[config.mk]
export PLATFORM = sky130hd
export DESIGN_NAME = dac_spi_rx
export DESIGN_NICKNAME = d
export VERILOG_FILES = /design/src/rtl/dac_spi_pkg.sv /design/src/rtl/spi_in_sync.sv /design/src/rtl/dac_spi_rx.sv
export SDC_FILE = /design/constraint.sdc
export NUM_CORES = 1
export LEC_CHECK = 0
export CELL_PAD_IN_SITES_DETAIL_PLACEMENT = 1
export CELL_PAD_IN_SITES_GLOBAL_PLACEMENT = 1
export CORE_UTILIZATION = 50
export CTS_BUF_LIST = sky130_fd_sc_hd__clkbuf_2
export DETAILED_ROUTE_END_ITERATION = 10
export PLACE_DENSITY_LB_ADDON = 0.25
export SLEW_MARGIN = 5
export SYNTH_ARGS = -nofsm -noshare
export SYNTH_HDL_FRONTEND = slang
export SYNTH_SLANG_ARGS = --single-unit
[constraint.sdc]
create_clock -name clk -period 12.16 [get_ports clk]
set_clock_uncertainty 0.05 [all_clocks]
set_input_delay 2.432 -clock clk [delete_from_list [all_inputs] [get_ports clk]]
set_output_delay 2.432 -clock clk [all_outputs]
set_load 0.005 [all_outputs]
[src/rtl/dac_spi_pkg.sv]
`default_nettype none
// ============================================================================
// Module   : dac_spi_pkg
// Purpose  : Shared definitions for the Pmod DAC SPI responder. Holds the
//            command codes, the broadcast address, the frame field bit
//            positions, the nominal frame length and the receive FSM states.
// Ports    : none (package)
// Revision : 1.0 - initial release
// ============================================================================
package dac_spi_pkg;

  localparam int FRAME_BITS = 32;

  // Command codes carried in the cmd field
  localparam logic [3:0] CMD_WR_IN      = 4'h0;  // write input register
  localparam logic [3:0] CMD_UPD        = 4'h1;  // copy input -> DAC register
  localparam logic [3:0] CMD_WR_UPD_ALL = 4'h2;  // write input, update all DACs
  localparam logic [3:0] CMD_WR_UPD     = 4'h3;  // write input and DAC register

  // Address value that selects every channel at once
  localparam logic [3:0] ADDR_ALL = 4'hF;

  // Field positions inside a 32-bit frame (bit 0 = last bit shifted in)
  localparam int CMD_MSB  = 27;
  localparam int CMD_LSB  = 24;
  localparam int ADDR_MSB = 23;
  localparam int ADDR_LSB = 20;
  localparam int DATA_MSB = 19;
  localparam int DATA_LSB = 8;

  typedef enum logic [1:0] {
    IDLE  = 2'd0,
    SHIFT = 2'd1,
    CHECK = 2'd2
  } rx_state_t;

endpackage
`default_nettype wire

[src/rtl/spi_in_sync.sv]
`default_nettype none
// ============================================================================
// Module   : spi_in_sync
// Purpose  : Multi-flop synchronizer for one asynchronous SPI pin, followed
//            by rising/falling edge detection on the synchronized level.
// Ports    : clk, reset (async, active-high), clk_enb (state holds when 0)
//            din   - raw pin
//            dout  - synchronized level
//            rise  - synchronized level went 0 -> 1 (one enabled cycle)
//            fall  - synchronized level went 1 -> 0 (one enabled cycle)
// Revision : 1.0 - initial release
// ============================================================================
module spi_in_sync #(
  parameter int   SYNC_STAGES = 2,
  parameter logic RESET_VAL   = 1'b0
) (
  input  logic clk,
  input  logic reset,
  input  logic clk_enb,
  input  logic din,
  output logic dout,
  output logic rise,
  output logic fall
);

  logic [SYNC_STAGES-1:0] r_sync;
  logic                   r_prev;

  always_ff @(posedge clk or posedge reset) begin
    if (reset) begin
      r_sync <= {SYNC_STAGES{RESET_VAL}};
      r_prev <= RESET_VAL;
    end else if (clk_enb) begin
      r_sync <= {r_sync[SYNC_STAGES-2:0], din};
      r_prev <= r_sync[SYNC_STAGES-1];
    end
  end

  assign dout = r_sync[SYNC_STAGES-1];
  assign rise = dout & ~r_prev;
  assign fall = ~dout & r_prev;

endmodule
`default_nettype wire

[src/rtl/dac_spi_rx.sv]
`default_nettype none
// ============================================================================
// Module   : dac_spi_rx
// Purpose  : SPI responder modelling the Pmod DAC. Oversamples the SPI pins
//            on clk, captures frames, decodes cmd/addr/data and maintains
//            per-channel input and DAC registers for loopback checking.
// Ports    : clk, reset (async, active-high), clk_enb (state holds when 0)
//            PMOD_MOSI/SCLK/CS_N/LDAC - SPI link pins (CPOL=0, MSB first)
//            rd_ch       - readback channel select
//            dac_value   - dac_reg[rd_ch], combinational
//            frame_valid - pulse, well-formed frame decoded
//            frame_cmd/frame_addr/frame_data - fields of last valid frame
//            frame_err   - pulse, bad bit count / command / address
//            frame_cnt, err_cnt - statistics counters
// Config   : define DAC_RX_STATS_EN to build the saturating frame/error
//            counters; otherwise frame_cnt and err_cnt are tied to 0.
// Revision : 1.0 - initial release
// ============================================================================
module dac_spi_rx
  import dac_spi_pkg::*;
#(
  parameter int SYNC_STAGES = 2,
  parameter int FRAME_BITS  = dac_spi_pkg::FRAME_BITS,
  parameter int NUM_CH      = 8,
  parameter int DATA_W      = 12
) (
  input  logic              clk,
  input  logic              reset,
  input  logic              clk_enb,
  input  logic              PMOD_MOSI,
  input  logic              PMOD_SCLK,
  input  logic              PMOD_CS_N,
  input  logic              PMOD_LDAC,
  input  logic [2:0]        rd_ch,
  output logic [DATA_W-1:0] dac_value,
  output logic              frame_valid,
  output logic [3:0]        frame_cmd,
  output logic [3:0]        frame_addr,
  output logic [DATA_W-1:0] frame_data,
  output logic              frame_err,
  output logic [15:0]       frame_cnt,
  output logic [15:0]       err_cnt
);

  // Counter must hold FRAME_BITS+1 so over-long frames stay distinguishable
  localparam int                c_cnt_w    = $clog2(FRAME_BITS + 2);
  localparam logic [c_cnt_w-1:0] c_cnt_sat  = c_cnt_w'(FRAME_BITS + 1);
  localparam logic [c_cnt_w-1:0] c_cnt_full = c_cnt_w'(FRAME_BITS);

  // --------------------------------------------------------------------------
  // Pin synchronizers
  // --------------------------------------------------------------------------
  logic w_mosi, w_mosi_rise, w_mosi_fall;
  logic w_sclk, w_sclk_rise, w_sclk_fall;
  logic w_cs_n, w_cs_rise, w_cs_fall;
  logic w_ldac_n, w_ldac_rise, w_ldac_fall;

  spi_in_sync #(.SYNC_STAGES(SYNC_STAGES), .RESET_VAL(1'b0)) u_sync_mosi (
    .clk(clk), .reset(reset), .clk_enb(clk_enb), .din(PMOD_MOSI),
    .dout(w_mosi), .rise(w_mosi_rise), .fall(w_mosi_fall)
  );

  spi_in_sync #(.SYNC_STAGES(SYNC_STAGES), .RESET_VAL(1'b0)) u_sync_sclk (
    .clk(clk), .reset(reset), .clk_enb(clk_enb), .din(PMOD_SCLK),
    .dout(w_sclk), .rise(w_sclk_rise), .fall(w_sclk_fall)
  );

  spi_in_sync #(.SYNC_STAGES(SYNC_STAGES), .RESET_VAL(1'b1)) u_sync_cs (
    .clk(clk), .reset(reset), .clk_enb(clk_enb), .din(PMOD_CS_N),
    .dout(w_cs_n), .rise(w_cs_rise), .fall(w_cs_fall)
  );

  spi_in_sync #(.SYNC_STAGES(SYNC_STAGES), .RESET_VAL(1'b1)) u_sync_ldac (
    .clk(clk), .reset(reset), .clk_enb(clk_enb), .din(PMOD_LDAC),
    .dout(w_ldac_n), .rise(w_ldac_rise), .fall(w_ldac_fall)
  );

  // --------------------------------------------------------------------------
  // Receive FSM
  // --------------------------------------------------------------------------
  rx_state_t r_state, w_state_nxt;

  always_ff @(posedge clk or posedge reset) begin
    if (reset) begin
      r_state <= IDLE;
    end else if (clk_enb) begin
      r_state <= w_state_nxt;
    end
  end

  // CS_N rising while not shifting falls through the default hold
  always_comb begin
    w_state_nxt = r_state;
    case (r_state)
      IDLE:    if (w_cs_fall) w_state_nxt = SHIFT;
      SHIFT:   if (w_cs_rise) w_state_nxt = CHECK;
      CHECK:   w_state_nxt = IDLE;
      default: w_state_nxt = IDLE;
    endcase
  end

  // --------------------------------------------------------------------------
  // Shift register and bit counter
  // --------------------------------------------------------------------------
  logic [FRAME_BITS-1:0] r_shift;
  logic [c_cnt_w-1:0]    r_cnt;

  always_ff @(posedge clk or posedge reset) begin
    if (reset) begin
      r_shift <= '0;
      r_cnt   <= '0;
    end else if (clk_enb) begin
      if ((r_state == IDLE) && w_cs_fall) begin
        r_shift <= '0;
        r_cnt   <= '0;
      end else if ((r_state == SHIFT) && w_sclk_rise) begin
        r_shift <= {r_shift[FRAME_BITS-2:0], w_mosi};
        if (r_cnt != c_cnt_sat) r_cnt <= r_cnt + 1'b1;
      end
    end
  end

  // --------------------------------------------------------------------------
  // Frame decode (meaningful only in CHECK)
  // --------------------------------------------------------------------------
  logic [3:0]        w_cmd;
  logic [3:0]        w_addr;
  logic [DATA_W-1:0] w_data;
  logic              w_check, w_len_ok, w_cmd_ok, w_addr_ok, w_good, w_bad;

  assign w_cmd     = r_shift[CMD_MSB:CMD_LSB];
  assign w_addr    = r_shift[ADDR_MSB:ADDR_LSB];
  assign w_data    = r_shift[DATA_LSB +: DATA_W];
  assign w_check   = (r_state == CHECK);
  assign w_len_ok  = (r_cnt == c_cnt_full);
  assign w_cmd_ok  = (w_cmd <= CMD_WR_UPD);
  assign w_addr_ok = (w_addr == ADDR_ALL) || (32'(w_addr) < NUM_CH);
  assign w_good    = w_check && w_len_ok && w_cmd_ok && w_addr_ok;
  // An empty frame (CS_N toggled with no clocks) is dropped silently
  assign w_bad     = w_check && (r_cnt != '0) && !(w_len_ok && w_cmd_ok && w_addr_ok);

  // --------------------------------------------------------------------------
  // Per-channel write enables
  // --------------------------------------------------------------------------
  logic [NUM_CH-1:0] w_sel;
  logic [NUM_CH-1:0] w_in_we;
  logic [NUM_CH-1:0] w_dac_we;
  logic [DATA_W-1:0] w_dac_wd [NUM_CH];
  logic [DATA_W-1:0] r_input  [NUM_CH];
  logic [DATA_W-1:0] r_dac    [NUM_CH];

  for (genvar gi = 0; gi < NUM_CH; gi++) begin : g_ch
    assign w_sel[gi]    = (w_addr == ADDR_ALL) || (w_addr == 4'(gi));
    assign w_in_we[gi]  = w_good && w_sel[gi] && (w_cmd != CMD_UPD);
    assign w_dac_we[gi] = w_good && ((w_cmd == CMD_WR_UPD_ALL) ||
                          (w_sel[gi] && ((w_cmd == CMD_UPD) || (w_cmd == CMD_WR_UPD))));
    // DAC load value sees the word being written this cycle, so the
    // write-and-update commands land in one step
    assign w_dac_wd[gi] = w_in_we[gi] ? w_data : r_input[gi];
  end

  // Explicit DAC writes beat the LDAC copy; the LDAC copy always uses the
  // input register value from before this cycle's write.
  always_ff @(posedge clk or posedge reset) begin
    if (reset) begin
      for (int i = 0; i < NUM_CH; i++) begin
        r_input[i] <= '0;
        r_dac[i]   <= '0;
      end
    end else if (clk_enb) begin
      for (int i = 0; i < NUM_CH; i++) begin
        if (w_in_we[i]) r_input[i] <= w_data;
        if (w_dac_we[i])    r_dac[i] <= w_dac_wd[i];
        else if (!w_ldac_n) r_dac[i] <= r_input[i];
      end
    end
  end

  always_comb begin
    dac_value = '0;
    if (32'(rd_ch) < NUM_CH) dac_value = r_dac[rd_ch];
  end

  // --------------------------------------------------------------------------
  // Frame result outputs
  // --------------------------------------------------------------------------
  always_ff @(posedge clk or posedge reset) begin
    if (reset) begin
      frame_valid <= 1'b0;
      frame_err   <= 1'b0;
      frame_cmd   <= '0;
      frame_addr  <= '0;
      frame_data  <= '0;
    end else if (clk_enb) begin
      frame_valid <= w_good;
      frame_err   <= w_bad;
      if (w_good) begin
        frame_cmd  <= w_cmd;
        frame_addr <= w_addr;
        frame_data <= w_data;
      end
    end
  end

  // --------------------------------------------------------------------------
  // Statistics
  // --------------------------------------------------------------------------
`ifdef DAC_RX_STATS_EN
  logic [15:0] r_frame_cnt;
  logic [15:0] r_err_cnt;

  always_ff @(posedge clk or posedge reset) begin
    if (reset) begin
      r_frame_cnt <= '0;
      r_err_cnt   <= '0;
    end else if (clk_enb) begin
      if (frame_valid && (r_frame_cnt != 16'hFFFF)) r_frame_cnt <= r_frame_cnt + 16'd1;
      if (frame_err && (r_err_cnt != 16'hFFFF))     r_err_cnt   <= r_err_cnt + 16'd1;
    end
  end

  assign frame_cnt = r_frame_cnt;
  assign err_cnt   = r_err_cnt;
`else
  assign frame_cnt = '0;
  assign err_cnt   = '0;
`endif

  // Don't-care frame bits and unneeded edge detects
  logic w_unused;
  assign w_unused = ^{r_shift[FRAME_BITS-1:CMD_MSB+1], r_shift[DATA_LSB-1:0],
                      w_mosi_rise, w_mosi_fall, w_sclk, w_sclk_fall, w_cs_n,
                      w_ldac_rise, w_ldac_fall};

endmodule
`default_nettype wire

==> results.toml, run 1 <==
[outcome]
status = "completed"

[routing]
vias = 7458
wl_per_cell_um = 22.5
drcViolationCount = 0
drt_iter0_drc = 370
via_per_inst = 5.52
drtPass1Iterations = 4
totalWireLength_um = 30400
drtAntennaViolNets = 0

[finish]
final_cells = 1350
syn_to_final_growth_pct = 6.96
final_area_mm2 = 0.0139
fillers = 2526
drive_gt1_share_pct = 50.1
fin_nets = 981

[place]
routabilityCongestion = 0.829
place_area_mm2 = 0.0133
placedCellCount = 1225
dp_hpwl_um = 19100
io_buffers = 43

[synthesis]
synth_edf_count = 0
synth.yosys.warnings = 0
syn_avg_cell_area_um2 = 14.1
ys_seq_elements = 260
postSynth.asyncResetShare_pct = 100
ys_seq_area_share_pct = 50.1
synthFlopType = "dfrtp_1"
syn_area_mm2 = 0.0130
ys_types = 55
syn_inst = 919

[clock_network]
cts_setup_buffers = 0
clk_latency_ps = 850
cts_tree = "done"
h-tree-depth = 3
hold_buffers = 0
clk_pin_slew_worst_paths_ps = 90
cts_buffers = 71
clockRootBuffer = "clkbuf_2"
clock_path_buffers = 3
cts_resized = 0
clock-sinks = 260

[floorplanning]
core_mm2 = 0.0253
ios = 76
dieArea_mm2 = 0.0267
start_util_pct = 51.3
num_rows = 58
die_h_um = 163
die_w_um = 163

[power]
peakVddDrop_uv = 81.9
power.density_mw_per_mm2 = 121
leakage_nw = 6.75
p_total_w = 0.00168

[sta]
post-route-period-util_pct = 61.3
drv_slew = 0
worstMarginPinSlew_ps = 1270
final-setup-viol-count = 0
hold_ws_ps = 439
max_freq_mhz = 134
slew_headroom_pct = 14.9
finalSetupTns_ps = 0
rsz0062_at_grt = "no"
finalHoldViolations = 0
post-route-min-period_ps = 7450

[global_route]
antenna_found_initial = 1
overflow = 0
first_global_vias = 8259
grt_max_degree = 109
grtUsageTotal_pct = 24.2
grt_pass1_wl_um = 48100

[worst_hold_path]
holdCritPathClass = "reg2reg"

[critical_path]
critPathLaunchType = "input pin"
arrival_ps = 4970
crit_path_end_kind = "primary output"
cp.required_ps = 9680
worstPathMaxFanout = 24
crit_type = "in2out"

[run]
cap_violations = 0
==> final timing paths <==
| check | slack [ps] | cells after the start | to | from |
|---|---|---|---|---|
| min reg2reg | 440 | 2 | r_shift[4] | r_shift[4] |
| max | 4710 | 4 | dac_value[10] | rd_ch[1] |
| max in group asynchronous | 8400 | 3 | frame_data[0] | reset |
| min | 440 | 2 | r_shift[4] | r_shift[4] |
| max reg2reg | 8900 | 8 | r_dac[14] | r_cnt[0] |
| min in group asynchronous | 2040 | 2 | r_input[27] | reset |
==> kinds of logic after synthesis <==
kind of cell | after synthesis | synth area share (%)
xor+xnor | 3 | 0.202
fa+ha+maj | 3 | 0.289
compound gates | 62 | 3.26
simple gates | 123 | 5.16
buf+inv | 113 | 5.94
flops | 260 | 50.1
other cells | 1 | 0.0288
mux | 354 | 35.0
==> critical path, cell delays in order <==
cell and delay [ps]:
clkdlybuf4s50_1 1320, mux4_2 420, mux2_2 320, clkdlybuf4s50_1 470
==> placed cells by master, fill, tap and decap left out, drive strengths merged, types with 2 or more instances in the layout <==
| master | instances |
|---|---|
| mux2 | 329 |
| dfrtp | 255 |
| clkbuf | 109 |
| nand2 | 60 |
| clkdlybuf4s50 | 42 |
| o21ai | 40 |
| conb | 32 |
| nor2 | 26 |
| mux4 | 24 |
| clkinv | 11 |
| inv | 10 |
| buf | 9 |
| nand3 | 6 |
| dfstp | 5 |
| and3 | 4 |
| nor4b | 4 |
| a21oi | 4 |
| nor3 | 4 |
| and4 | 3 |
| nor2b | 3 |
| nand2b | 3 |
| xnor2 | 3 |
| ha | 3 |
| o21a | 3 |
| nand4 | 3 |
| diode | 2 |
| or3 | 2 |
| a22o | 2 |
| o211ai | 2 |
| o31ai | 2 |
| o2bb2ai | 2 |
| a21o | 2 |
==> area by class of cell <==
class | count | area (um2) | area share (%)
antenna | 2 | 5.00 | 0.0360
clock inverter | 14 | 57.6 | 0.414
tap | 330 | 413 | 2.97
sequential | 260 | 6510 | 46.8
inverter | 7 | 33.8 | 0.243
timing repair buffer | 51 | 485 | 3.49
multi-input combinational | 577 | 5850 | 42.1
clock buffer | 109 | 546 | 3.92
==> registers in the layout (all words and copies together), names as in the netlist, 2 cells and up <==
register / count
frame_addr: 4
frame_cmd: 4
frame_data: 12
r_cnt: 6
r_dac: 96
r_input: 96
r_shift: 28
r_state: 2
u_sync_cs.r_sync: 2
u_sync_ldac.r_sync: 2
u_sync_mosi.r_sync: 2
u_sync_sclk.r_sync: 2
==> metrics by stage <==
stage / worst slack, ps / utilization [%]
2_1_floorplan: 2530 / -
4_1_cts: 4730 / 54.9
5_1_grt: 4630 / 54.9
6_report: 4710 / 54.9
3_3_place_gp: 4840 / 52.5
3_5_place_dp: 4730 / 52.5
==> synthesized netlist by cell type, types with 4 or more instances <==
master	n	area [um2]
o21ai_0	34	170
dfrtp_1	255	6380
clkbuf_1	39	146
inv_1	6	22.5
and3_1	4	25.0
mux2_4	80	1200
nand3_1	6	30.0
o21ai_2	6	52.6
dfstp_2	5	131
nor2_1	17	63.8
buf_4	40	300
buf_12	6	120
mux2_2	247	2780
buf_6	12	135
buf_2	8	40.0
nor2_4	7	78.8
nand2_1	60	225
mux4_2	24	541
==> report_power, final <==
group | internal (W) | leakage (nW) | switching, W
combinational | 0.0000558 | 2.67 | 0.000104
clock | 0.000236 | 0.495 | 0.000372
sequential | 0.000890 | 3.59 | 0.0000246
==> per-layer routing <==
| layer | global-route usage (%) | wire (um) |
|---|---|---|
| met1 | 32.1 | 13600 |
| met2 | 38.9 | 14800 |
| met3 | 4.44 | 1150 |
| met4 | 10.5 | 910 |
| met5 | 0 | 0 |
No activity file was read; power rests on OpenSTA's default activity.
==> run 2: changes to the inputs <==
Clock period 12.16 ns to 7.3 ns, I/O delays scaled along.
==> results.toml, run 2 (synthesized netlist as in run 1, its figures left out) <==
[outcome]
status = "completed"

[critical_path]
crit_type = "in2out"
cp.required_ps = 5790
worstPathMaxFanout = 24
arrival_ps = 3980
critPathLaunchType = "input pin"
crit_path_end_kind = "primary output"

[finish]
final_cells = 1349
layout_common_cells = "dfrtp_1, mux2_2, clkbuf_2"
drive_gt1_share_pct = 49.6
mostFrequentLayoutCell = "dfrtp_1"
fin_nets = 982
final_area_mm2 = 0.0139
syn_to_final_growth_pct = 7.14
reg_top3 = "r_dac x96, r_input x96, r_shift x28"

[global_route]
grt_pass1_wl_um = 47300
grt_max_degree = 109
first_global_vias = 8164
overflow = 0
antenna_found_initial = 1
grtUsageTotal_pct = 23.7

[power]
peakVddDrop_uv = 126
leakage_nw = 6.73
power.density_mw_per_mm2 = 202
p_total_w = 0.00281

[place]
place_area_mm2 = 0.0133
placedCellCount = 1226
routabilityCongestion = 0.803
dp_hpwl_um = 19000
io_buffers = 43

[clock_network]
clk_pin_slew_worst_paths_ps = 90
hold_buffers = 0
cts_setup_buffers = 0
h-tree-depth = 3
cts_resized = 0
clockRootBuffer = "clkbuf_2"
clock_path_buffers = 3
clk_latency_ps = 840
cts_tree = "done"
cts_buffers = 71
clock-sinks = 260

[routing]
vias = 7414
drtPass1Iterations = 4
drt_iter0_drc = 327
totalWireLength_um = 29700
drcViolationCount = 0
via_per_inst = 5.50
wl_per_cell_um = 22.0
drtAntennaViolNets = 0

[sta]
finalHoldViolations = 0
slew_headroom_pct = 14.7
hold_ws_ps = 437
worstMarginPinSlew_ps = 1280
post-route-period-util_pct = 75.2
post-route-min-period_ps = 5490
drv_slew = 0
rsz0062_at_grt = "no"
finalSetupTns_ps = 0
max_freq_mhz = 182
final-setup-viol-count = 0

[floorplanning]
num_rows = 58
core_mm2 = 0.0253
die_w_um = 163
die_h_um = 163
ios = 76
dieArea_mm2 = 0.0267
start_util_pct = 51.3

[run]
cap_violations = 0

[worst_hold_path]
holdCritPathClass = "reg2reg"
## run 2: critical path: stages
cell and delay (ps):
clkdlybuf4s50_1 1310, mux4_2 430, mux2_2 300, clkdlybuf4s50_1 460
## run 2: stage by stage
stage               util [%]  setup WS (ps)
floorplan                  -           2370
global placement        52.5           1900
detailed placement      52.5           1830
CTS                     55.0           1820
global route            55.0           1730
finish                  55.0           1810
## run 2: report_power, final
group          internal, W  leakage, nW  total [W]  switching (W)
clock             0.000420        0.488    0.00102       0.000603
combinational    0.0000938         2.66   0.000264       0.000170
sequential         0.00148         3.59    0.00152      0.0000412
## run 2: final cells by class
| type | count | area [um2] |
|---|---|---|
| repair buffers | 52 | 505 |
| inverters | 7 | 30.0 |
| clock inverters | 15 | 83.8 |
| flip-flops and latches | 260 | 6510 |
| diodes | 1 | 2.50 |
| well taps | 330 | 413 |
| multi-input cells | 577 | 5850 |
| clock buffers | 107 | 536 |
| fillers | 2501 | 11400 |
## run 2: metal layers
layer | wire length, um | vias up | global-route usage, % | part of all wire [%]
met3 | 1270 | 64 | 5.00 | 4.3
li1 | - | 3341 | - | -
met2 | 14200 | 155 | 37.7 | 48
met4 | 947 | 0 | 10.4 | 3.2
met5 | 0 | - | 0 | 0
met1 | 13300 | 3854 | 31.3 | 45
## run 2: path summary, 6_finish.rpt
check                                end  cells past startpoint       start  slack, ps
max reg2reg                    r_dac[65]                      7    r_cnt[0]       4010
max                        dac_value[10]                      4    rd_ch[1]       1810
min reg2reg                   r_shift[7]                      2  r_shift[7]        440
min in group asynchronous      r_dac[27]                      2       reset        990
min                           r_shift[7]                      2  r_shift[7]        440
max in group asynchronous       r_cnt[3]                      3       reset       4860
==> run 3: changes to the inputs <==
Clock period 7.3 ns to 5.68 ns, I/O delays scaled along.
==> results.toml, run 3 (synthesized netlist as in run 1, its figures left out) <==
[outcome]
status = "completed"

[global_route]
grtUsageTotal_pct = 24.0
overflow = 0
grt_pass1_wl_um = 47700
grt_max_degree = 187
first_global_vias = 8104
antenna_found_initial = 1

[clock_network]
clock-sinks = 260
clockRootBuffer = "clkbuf_2"
hold_buffers = 0
cts_buffers = 71
cts_resized = 0
cts_tree = "done"
h-tree-depth = 3
cts_setup_buffers = 0
clk_pin_slew_worst_paths_ps = 80
clk_latency_ps = 840
clock_path_buffers = 3

[critical_path]
max_stage_delay_ps = 630
crit_path_end_kind = "primary output"
cp.required_ps = 4490
crit_type = "in2out"
path_buf_inv = 2
critPathLaunchType = "input pin"
cp_cell_sequence = "buf_2 -> mux4_2 -> mux2_2 -> clkdlybuf4s50_1"
slowest_stage = "buf_2"
rrSetupSlack_ps = 2300
arrival_ps = 3160
crit_family = "buffers and inverters"
worstPathMaxFanout = 24

[power]
leakage_nw = 6.74
power.density_mw_per_mm2 = 258
peakVddDrop_uv = 151

[place]
io_buffers = 43
dp_slack_ps = 1310
dp_hpwl_um = 19100
routabilityCongestion = 0.784

[routing]
drtPass1Iterations = 4
via_per_inst = 5.56
wl_per_cell_um = 22.3
drcViolationCount = 0
drt_iter0_drc = 361
vias = 7505
drtAntennaViolNets = 0
totalWireLength_um = 30200

[sta]
post-route-min-period_ps = 4340
final-setup-viol-count = 0
finalHoldViolations = 0
drv_slew = 0
slew_headroom_pct = 16.3
post-route-period-util_pct = 76.5
worstMarginPinSlew_ps = 1250
fin_ws_ps = 1340
finalSetupTns_ps = 0
rsz0062_at_grt = "no"
hold_ws_ps = 437
max_freq_mhz = 230

[finish]
layout_common_cells = "dfrtp_1, mux2_2, clkbuf_2"
drive_gt1_share_pct = 50.0
reg_top3 = "r_dac x96, r_input x96, r_shift x28"
fin_nets = 984
syn_to_final_growth_pct = 7.03
mostFrequentLayoutCell = "dfrtp_1"

[floorplanning]
num_rows = 58
core_mm2 = 0.0253
die_h_um = 163
start_util_pct = 51.3
ios = 76
dieArea_mm2 = 0.0267
die_w_um = 163

[run]
cap_violations = 0

[worst_hold_path]
holdCritPathClass = "reg2reg"
[run 3: changes by cell type in the layout (fill, tap and decap cells not counted)]
cell / change
bufinv_16: -1
inv_2: +2
clkbuf_2: +4
nor2_1: +1
clkinv_1: -5
clkinv_2: -1
buf_4: +2
nor2_2: -1
[run 3: cell type report]
type	instances	area [um2]
diodes	1	2.50
clock buffers	111	556
clock inverters	10	37.5
fillers	2552	11400
inverters	7	30.0
multi-input cells	577	5850
flip-flops and latches	260	6510
well taps	330	413
repair buffers	54	520
[run 3: worst register-to-register path: cells and delay by family (launching register included)]
family                   cells  cell delay [ps]
flip-flops                   1              420
buffers and inverters        1               90
multiplexers                 2              710
AND/OR/NAND/NOR              3             1770
adder cells (fa/ha/maj)      1              190
[run 3: metal layers]
layer | GRT usage [%] | wire length [um] | up-vias
met5 | 0 | 0 | -
met4 | 8.50 | 707 | 0
met3 | 4.80 | 1330 | 47
met2 | 39.3 | 15100 | 150
met1 | 31.8 | 13100 | 3966
li1 | - | - | 3342
[run 3: final timing paths]
path                       depth (start not counted)       start            end
max in group asynchronous                          3       reset    r_input[68]
min reg2reg                                        2  r_shift[7]     r_shift[7]
min in group asynchronous                          3       reset      r_dac[26]
max reg2reg                                        7    r_cnt[0]      r_dac[66]
min                                                2  r_shift[7]     r_shift[7]
max                                                4    rd_ch[0]  dac_value[10]
[run 3: through the flow]
step	total power [W]	instances	utilization, %	cell area, um2
2_1_floorplan	0.00227	950	-	13100
3_3_place_gp	0.00233	1228	52.6	13300
3_5_place_dp	0.00234	1228	52.6	13300
4_1_cts	0.00365	1349	54.9	13900
5_1_grt	0.00378	1350	55.0	13900
6_report	0.00359	1350	55.0	13900
[run 3: report_power, final]
part / switching, W / internal, W
combinational: 0.000220 / 0.000121
clock: 0.000777 / 0.000507
sequential: 0.0000548 / 0.00191
total: 0.00105 / 0.00253
